$ cat config.mk
export PLATFORM = sky130hd
export DESIGN_NAME = imc_output_buffer
export DESIGN_NICKNAME = d
export VERILOG_FILES = /design/src/rtl/imc_output_buffer_pkg.sv /design/src/rtl/ob_ram.sv /design/src/rtl/imc_output_buffer.sv
export SDC_FILE = /design/constraint.sdc
export NUM_CORES = 1
export LEC_CHECK = 0
export CAP_MARGIN = 10
export CORE_ASPECT_RATIO = 0.8
export CORE_MARGIN = 1
export CORE_UTILIZATION = 48
export CTS_CLUSTER_SIZE = 14
export DETAILED_ROUTE_END_ITERATION = 6
export GPL_TIMING_DRIVEN = 0
export PLACE_DENSITY = 0.77
export SYNTH_ARGS = -nofsm -noshare
export SYNTH_HDL_FRONTEND = slang
export SYNTH_HIERARCHICAL = 1
export SYNTH_SLANG_ARGS = --single-unit
$ cat constraint.sdc
create_clock -name clk -period 9.35 [get_ports clk]
set_input_delay 1.87 -clock clk [delete_from_list [all_inputs] [get_ports clk]]
set_output_delay 1.87 -clock clk [all_outputs]
set_load 0.02 [all_outputs]
$ cat src/rtl/imc_output_buffer_pkg.sv
// Shared definitions for the IMC output buffer and its neighbours
// (IMC controller, input-buffer sequencer).
package imc_output_buffer_pkg;

    // Buffer operating mode: collect words, or hand them downstream.
    typedef enum logic {
        OB_FILL  = 1'b0,
        OB_DRAIN = 1'b1
    } ob_state_t;

    // Defaults shared across the IMC datapath blocks.
    localparam int OB_DATA_W = 16;
    localparam int OB_DEPTH  = 16;
    localparam int OB_ADDR_W = $clog2(OB_DEPTH);

endpackage

$ cat src/rtl/ob_ram.sv
// DEPTH x DATA_W register array: one write port, one registered read port.
// The read register is cleared by reset; the storage itself is not.
module ob_ram #(
    parameter int DATA_W = 16,
    parameter int DEPTH  = 16,
    parameter int ADDR_W = 4
) (
    input  logic              clk,
    input  logic              reset,
    input  logic              wr_en,
    input  logic [ADDR_W-1:0] wr_addr,
    input  logic [DATA_W-1:0] wr_data,
    input  logic              rd_en,
    input  logic [ADDR_W-1:0] rd_addr,
    output logic [DATA_W-1:0] rd_data
);

    logic [DATA_W-1:0] mem [DEPTH];

    // Storage write; contents survive reset.
    always_ff @(posedge clk) begin
        if (wr_en) begin
            mem[wr_addr] <= wr_data;
        end
    end

    // Registered read: output changes only when a new head word is loaded.
    always_ff @(posedge clk) begin
        if (reset) begin
            rd_data <= '0;
        end else if (rd_en) begin
            rd_data <= mem[rd_addr];
        end
    end

endmodule

$ cat src/rtl/imc_output_buffer.sv
// IMC output buffer: captures one CLSA result word per rising edge of wr_en,
// then drains the buffered words downstream over valid/ready while holding
// the IMC controller off with ob_stall.
//
// Handshake: rd_valid/rd_data/rd_last are registered. A word transfers on a
// cycle where rd_valid & rd_ready are both high; while rd_valid is high and
// rd_ready is low, rd_valid, rd_data and rd_last hold steady.
module imc_output_buffer
    import imc_output_buffer_pkg::*;
#(
    parameter int DATA_W = OB_DATA_W,
    parameter int DEPTH  = OB_DEPTH,
    parameter int ADDR_W = OB_ADDR_W
) (
    input  logic              clk,
    input  logic              reset,
    input  logic [DATA_W-1:0] sa_out,
    input  logic              wr_en,
    input  logic              flush,
    input  logic              rd_ready,
    output logic              rd_valid,
    output logic [DATA_W-1:0] rd_data,
    output logic              rd_last,
    output logic              ob_stall,
    output logic              full,
    output logic              empty,
    output logic [ADDR_W:0]   count,
    output logic              overflow
);

    localparam logic [ADDR_W:0] FULL_CNT = (ADDR_W + 1)'(DEPTH);
    localparam logic [ADDR_W:0] ONE_CNT  = (ADDR_W + 1)'(1);

    ob_state_t         state;
    ob_state_t         state_next;
    logic              wr_en_q;
    logic [ADDR_W-1:0] wr_ptr;
    logic [ADDR_W-1:0] rd_ptr;
    logic [ADDR_W-1:0] rd_addr;

    logic              wr_stb;
    logic              wr_accept;
    logic              wr_drop;
    logic              pop;
    logic              load;
    logic [ADDR_W:0]   remain;
    logic [ADDR_W:0]   count_next;

    // Datapath control: edge detect, accept/drop, pop and head reload.
    always_comb begin
        wr_stb     = wr_en & ~wr_en_q;
        wr_accept  = wr_stb && (state == OB_FILL) && !full;
        wr_drop    = wr_stb && !wr_accept;
        pop        = rd_valid && rd_ready;
        // Entries left once this cycle's pop (if any) completes.
        remain     = pop ? (count - ONE_CNT) : count;
        count_next = wr_accept ? (remain + ONE_CNT) : remain;
        // Load a new head word when the output register is empty or being consumed.
        load       = (state == OB_DRAIN) && (remain != '0) && (!rd_valid || pop);
        rd_addr    = pop ? (rd_ptr + 1'b1) : rd_ptr;
    end

    // Next-state logic for the FILL/DRAIN controller.
    always_comb begin
        state_next = state;
        case (state)
            OB_FILL: begin
                if (full || (flush && ((count != '0) || wr_accept))) begin
                    state_next = OB_DRAIN;
                end
            end
            OB_DRAIN: begin
                if (pop && (remain == '0)) begin
                    state_next = OB_FILL;
                end
            end
            default: state_next = OB_FILL;
        endcase
    end

    // State, pointers, occupancy flags and output handshake registers.
    always_ff @(posedge clk) begin
        if (reset) begin
            state    <= OB_FILL;
            wr_en_q  <= 1'b0;
            wr_ptr   <= '0;
            rd_ptr   <= '0;
            count    <= '0;
            full     <= 1'b0;
            empty    <= 1'b1;
            overflow <= 1'b0;
            rd_valid <= 1'b0;
            rd_last  <= 1'b0;
        end else begin
            state   <= state_next;
            wr_en_q <= wr_en;
            count   <= count_next;
            full    <= (count_next == FULL_CNT);
            empty   <= (count_next == '0);
            if (wr_accept) begin
                wr_ptr <= wr_ptr + 1'b1;
            end
            if (pop) begin
                rd_ptr <= rd_ptr + 1'b1;
            end
            if (wr_drop) begin
                overflow <= 1'b1;
            end
            if (load) begin
                rd_valid <= 1'b1;
                rd_last  <= (remain == ONE_CNT);
            end else if (pop) begin
                rd_valid <= 1'b0;
                rd_last  <= 1'b0;
            end
        end
    end

    assign ob_stall = (state == OB_DRAIN);

    ob_ram #(
        .DATA_W (DATA_W),
        .DEPTH  (DEPTH),
        .ADDR_W (ADDR_W)
    ) u_ob_ram (
        .clk     (clk),
        .reset   (reset),
        .wr_en   (wr_accept),
        .wr_addr (wr_ptr),
        .wr_data (sa_out),
        .rd_en   (load),
        .rd_addr (rd_addr),
        .rd_data (rd_data)
    );

endmodule

==> metrics.txt, run 1 <==
master cell of the clock root buffer=sky130_fd_sc_hd__clkbuf_16; synthesized area=between 10000 and 15000 um^2; max capacitance violation total=0; cell type with the highest aggregate area in the netlist=sky130_fd_sc_hd__edfxtp_1; max-slew violations=0; startpoint of the worst register-to-register path=rd_valid; Iter 0 DRT Violations=~600; I/O pin total=48; EDFF count, synth=between 200 and 300; Static Leakage=approximately 4.2 nW; core outline area=approximately 24000 um^2; Worst IR Drop VDD=0.0001535 V; synthesized area per cell=16.01 um^2; most numerous cell in the Yosys netlist=sky130_fd_sc_hd__edfxtp_1; Setup Viol. Count Final=0; post-route fraction of the period consumed by the critical path=0.5221; cell types with the highest counts after synthesis=sky130_fd_sc_hd__edfxtp_1, sky130_fd_sc_hd__mux2i_1, sky130_fd_sc_hd__nand3_1; Cells after Synth=a little over 700; clock-pin slew on the worst setup and hold paths=roughly 0.060 ns; first-pass GRT wire length=approximately 38 mm; largest fanout of any net on the critical path=10; register-to-register setup slack=5.98 ns; sequential element share of the synthesized area=0.7234; pin slew with the least headroom to its limit=1.065 ns; startpoint of the lowest-slack hold path=overflow; latest clock arrival within the worst-skew pair=approximately 0.54 ns; Cell Rows=50; Mapped Nets=between 700 and 800; CP arrival=5.35 ns; number of hold buffers added after cts=0; setup repair after global routing missed its margin=no; Detail Route Antenna Nets=0; power consumption=roughly 2.7 mW; proportion of netlist area held by the largest area contributor=0.6614; Worst Setup SP=rd_ready; final-layout fill cell count=about 1800; number of buffer cells added on primary ports=between 40 and 50; critical path buffer and inverter count=4; cell chain of the critical path=clkdlybuf4s50_1 > and2_1 > buf_4 > xnor2_1 > inv_1 > ha_1 > nand2b_1 > o41ai_1 > a21o_1 > nor2b_1 > nor3b_4 > buf_2 > nand3_1 > nand3_1; maximum level of the CTS H-tree=1; P per Cell Area=200.9 nW/um^2; remaining global-route overflow=0; share of flip-flops with an asynchronous set or reset after synthesis=0; multi-input combinational cell area=approximately 2900 um^2; Critical Path RT=approximately 9.8 ns; path type of the worst min-delay path=flip-flop to flip-flop; Syn-to-layout area delta=16.29%; Synth warnings=6; routability-driven placement congestion ratio=~0.86; Setup TNS=0 ns; register bit total from synthesis=292; sequential standard cell area=approximately 8400 um^2; top post-synthesis cells by area=sky130_fd_sc_hd__edfxtp_1, sky130_fd_sc_hd__mux2i_1, sky130_fd_sc_hd__dfxtp_1; largest stage delay on the critical path=around 0.52 ns; vias per cell=between 5 and 6; placed wire-length estimate after detailed placement=about 16 mm; overall global routing resource usage=0.2070; detailed-route via count=around 6500; sinks on the clock net=~290; CP Launch Type=primary input; Max-slew headroom=0.2894; fraction of layout instances using a drive strength above 1=0.1188; slowest library cell on the worst path=sky130_fd_sc_hd__clkdlybuf4s50_1; antenna violations before repair=0; clk_skew=~0.019 ns; clock tree from TritonCTS=done; family with the most delay on the worst path=simple AND/OR/NAND/NOR gates; number of global-route vias before repair=roughly 6300; Max Clk Rate=~0.20 GHz; maximum number of pins on one net before global-route repair=17; status=complete, no violations; post-layout min period=between 4 and 5 ns; Die Span X=about 180 um; Die Y=around 140 um; WL final=25.15 mm; number of buffers inserted by post-CTS setup repair=0; CP Class=primary input to flip-flop; iteration count of the initial detailed-routing pass=5; most used flip-flop cell after synthesis=sky130_fd_sc_hd__edfxtp_1; most common cell type on the critical path=sky130_fd_sc_hd__nand3_1; critical path capture point type=flip-flop; average detailed-routed wire length per instance=about 22 um; die area=24840 um^2; post-CTS sizing=0; count of final hold-check violations=0; number of distinct library cells after synthesis=44; deepest clock path buffer count=3; starting utilization of the core area=0.4928; total clock buffers created by CTS=29; Total Nets Final=839; Residual DRC=0
area by class of cell:
cell class | instances | share of cell area
plain buffers | 35 | 0.02277
clock buffers | 38 | 0.05767
inverters | 8 | 0.002222
clock inverters | 15 | 0.007684
well taps | 312 | 0.02888
multi-input cells | 391 | 0.2165
flip-flops and latches | 292 | 0.6221
diodes | 2 | 0.0003703
repair buffers | 54 | 0.04175
logic make-up after synthesis:
logic type / Yosys count / synth area share
adders and majority gates: 7 / 0.007535
AOI/OAI and AO/OA: 84 / 0.05006
buffers and inverters: 43 / 0.02907
muxes: 129 / 0.1112
DFF: 292 / 0.7234
xor gates and xnor gates: 14 / 0.01120
and+or+nand+nor: 157 / 0.06750
worst register-to-register path, cell delays in order, from the launching register on:
cell and delay (ns):
sky130_fd_sc_hd__dfxtp_1 0.39, sky130_fd_sc_hd__and2_1 0.17, sky130_fd_sc_hd__buf_4 0.15, sky130_fd_sc_hd__xnor2_1 0.44, sky130_fd_sc_hd__inv_1 0.12, sky130_fd_sc_hd__ha_1 0.23
sky130_fd_sc_hd__nand2b_1 0.13, sky130_fd_sc_hd__o41ai_1 0.09, sky130_fd_sc_hd__a21o_1 0.19, sky130_fd_sc_hd__nor2b_1 0.19, sky130_fd_sc_hd__nor3b_4 0.49, sky130_fd_sc_hd__buf_2 0.36
sky130_fd_sc_hd__nand3_1 0.21, sky130_fd_sc_hd__nand3_1 0.13
through the flow:
| stage | cells | util | hold WS [ns] | setup WS, ns | instance area (um^2) |
|---|---|---|---|---|---|
| floorplan | 726 | - | 0.4945 | 4.985 | 11620 |
| global placement | 1085 | 0.5293 | 0.4384 | 3.402 | 12480 |
| detailed placement | 1092 | 0.5354 | 0.4399 | 3.981 | 12630 |
| CTS | 1145 | 0.5728 | 0.4491 | 4.505 | 13510 |
| global route | 1145 | 0.5728 | 0.4836 | 4.181 | 13510 |
| finish | 1147 | 0.5731 | 0.4454 | 4.468 | 13520 |
worst paths after layout:
kind                         end  depth (start not counted)
max          u_ob_ram/rd_data[5]                         14
min                     overflow                          2
max reg2reg  u_ob_ram/rd_data[5]                         13
min reg2reg             overflow                          2
cell usage in the layout (no fill, tap or decap), types with 17 or more instances in the layout:
master                              n
sky130_fd_sc_hd__clkdlybuf4s50_1   47
sky130_fd_sc_hd__edfxtp_1         256
sky130_fd_sc_hd__dfxtp_1           36
sky130_fd_sc_hd__clkbuf_16         29
sky130_fd_sc_hd__a22oi_1           48
sky130_fd_sc_hd__a21oi_1           23
sky130_fd_sc_hd__nand2_1           42
sky130_fd_sc_hd__clkbuf_1          17
sky130_fd_sc_hd__mux2i_1          128
sky130_fd_sc_hd__nand3_1           53
per-layer routing:
layer / GRT usage / routed length (um) / part of all wire / vias up
li1: - / - / - / 2964
met1: 0.3013 / 11340 / 0.45 / 3289
met5: 0 / 0 / 0 / -
met3: 0.03695 / 1741 / 0.069 / 46
met2: 0.3172 / 11410 / 0.45 / 232
met4: 0.06362 / 656 / 0.026 / 0
flip-flops by register name (all words and copies together), names as in the netlist:
signal,flops
count,5
rd_ptr,4
overflow,1
u_ob_ram/rd_data,16
u_ob_ram/mem,256
ob_stall,1
rd_valid,1
rd_last,1
full,1
wr_en_q,1
empty,1
wr_ptr,4
power by group:
group	switching (mW)	internal [mW]	total [mW]	leakage, nW
logic	0.114	0.0664	0.180	1.20
registers	0.0172	1.44	1.46	2.60
clock network	0.459	0.613	1.07	0.433
total	0.590	2.12	2.71	4.23
Note: power is estimated with default switching activity, not from simulation.
==> run 2, diff against run 1 <==
Clock period 9.35 ns to 4.7 ns, I/O delays scaled along.
==> results of run 2 <==
The final DEF is identical to that of run 1. Status: complete, no violations.
Among the figures that moved: setup slack after placement 3.981 ns -> 0.2605 ns; setup slack after layout 4.468 ns -> 0.7483 ns; register-to-register setup slack 5.98 ns -> 1.33 ns; total power 2.715 mW -> 5.401 mW; worst IR drop on VDD 0.0001535 V -> 0.0003054 V
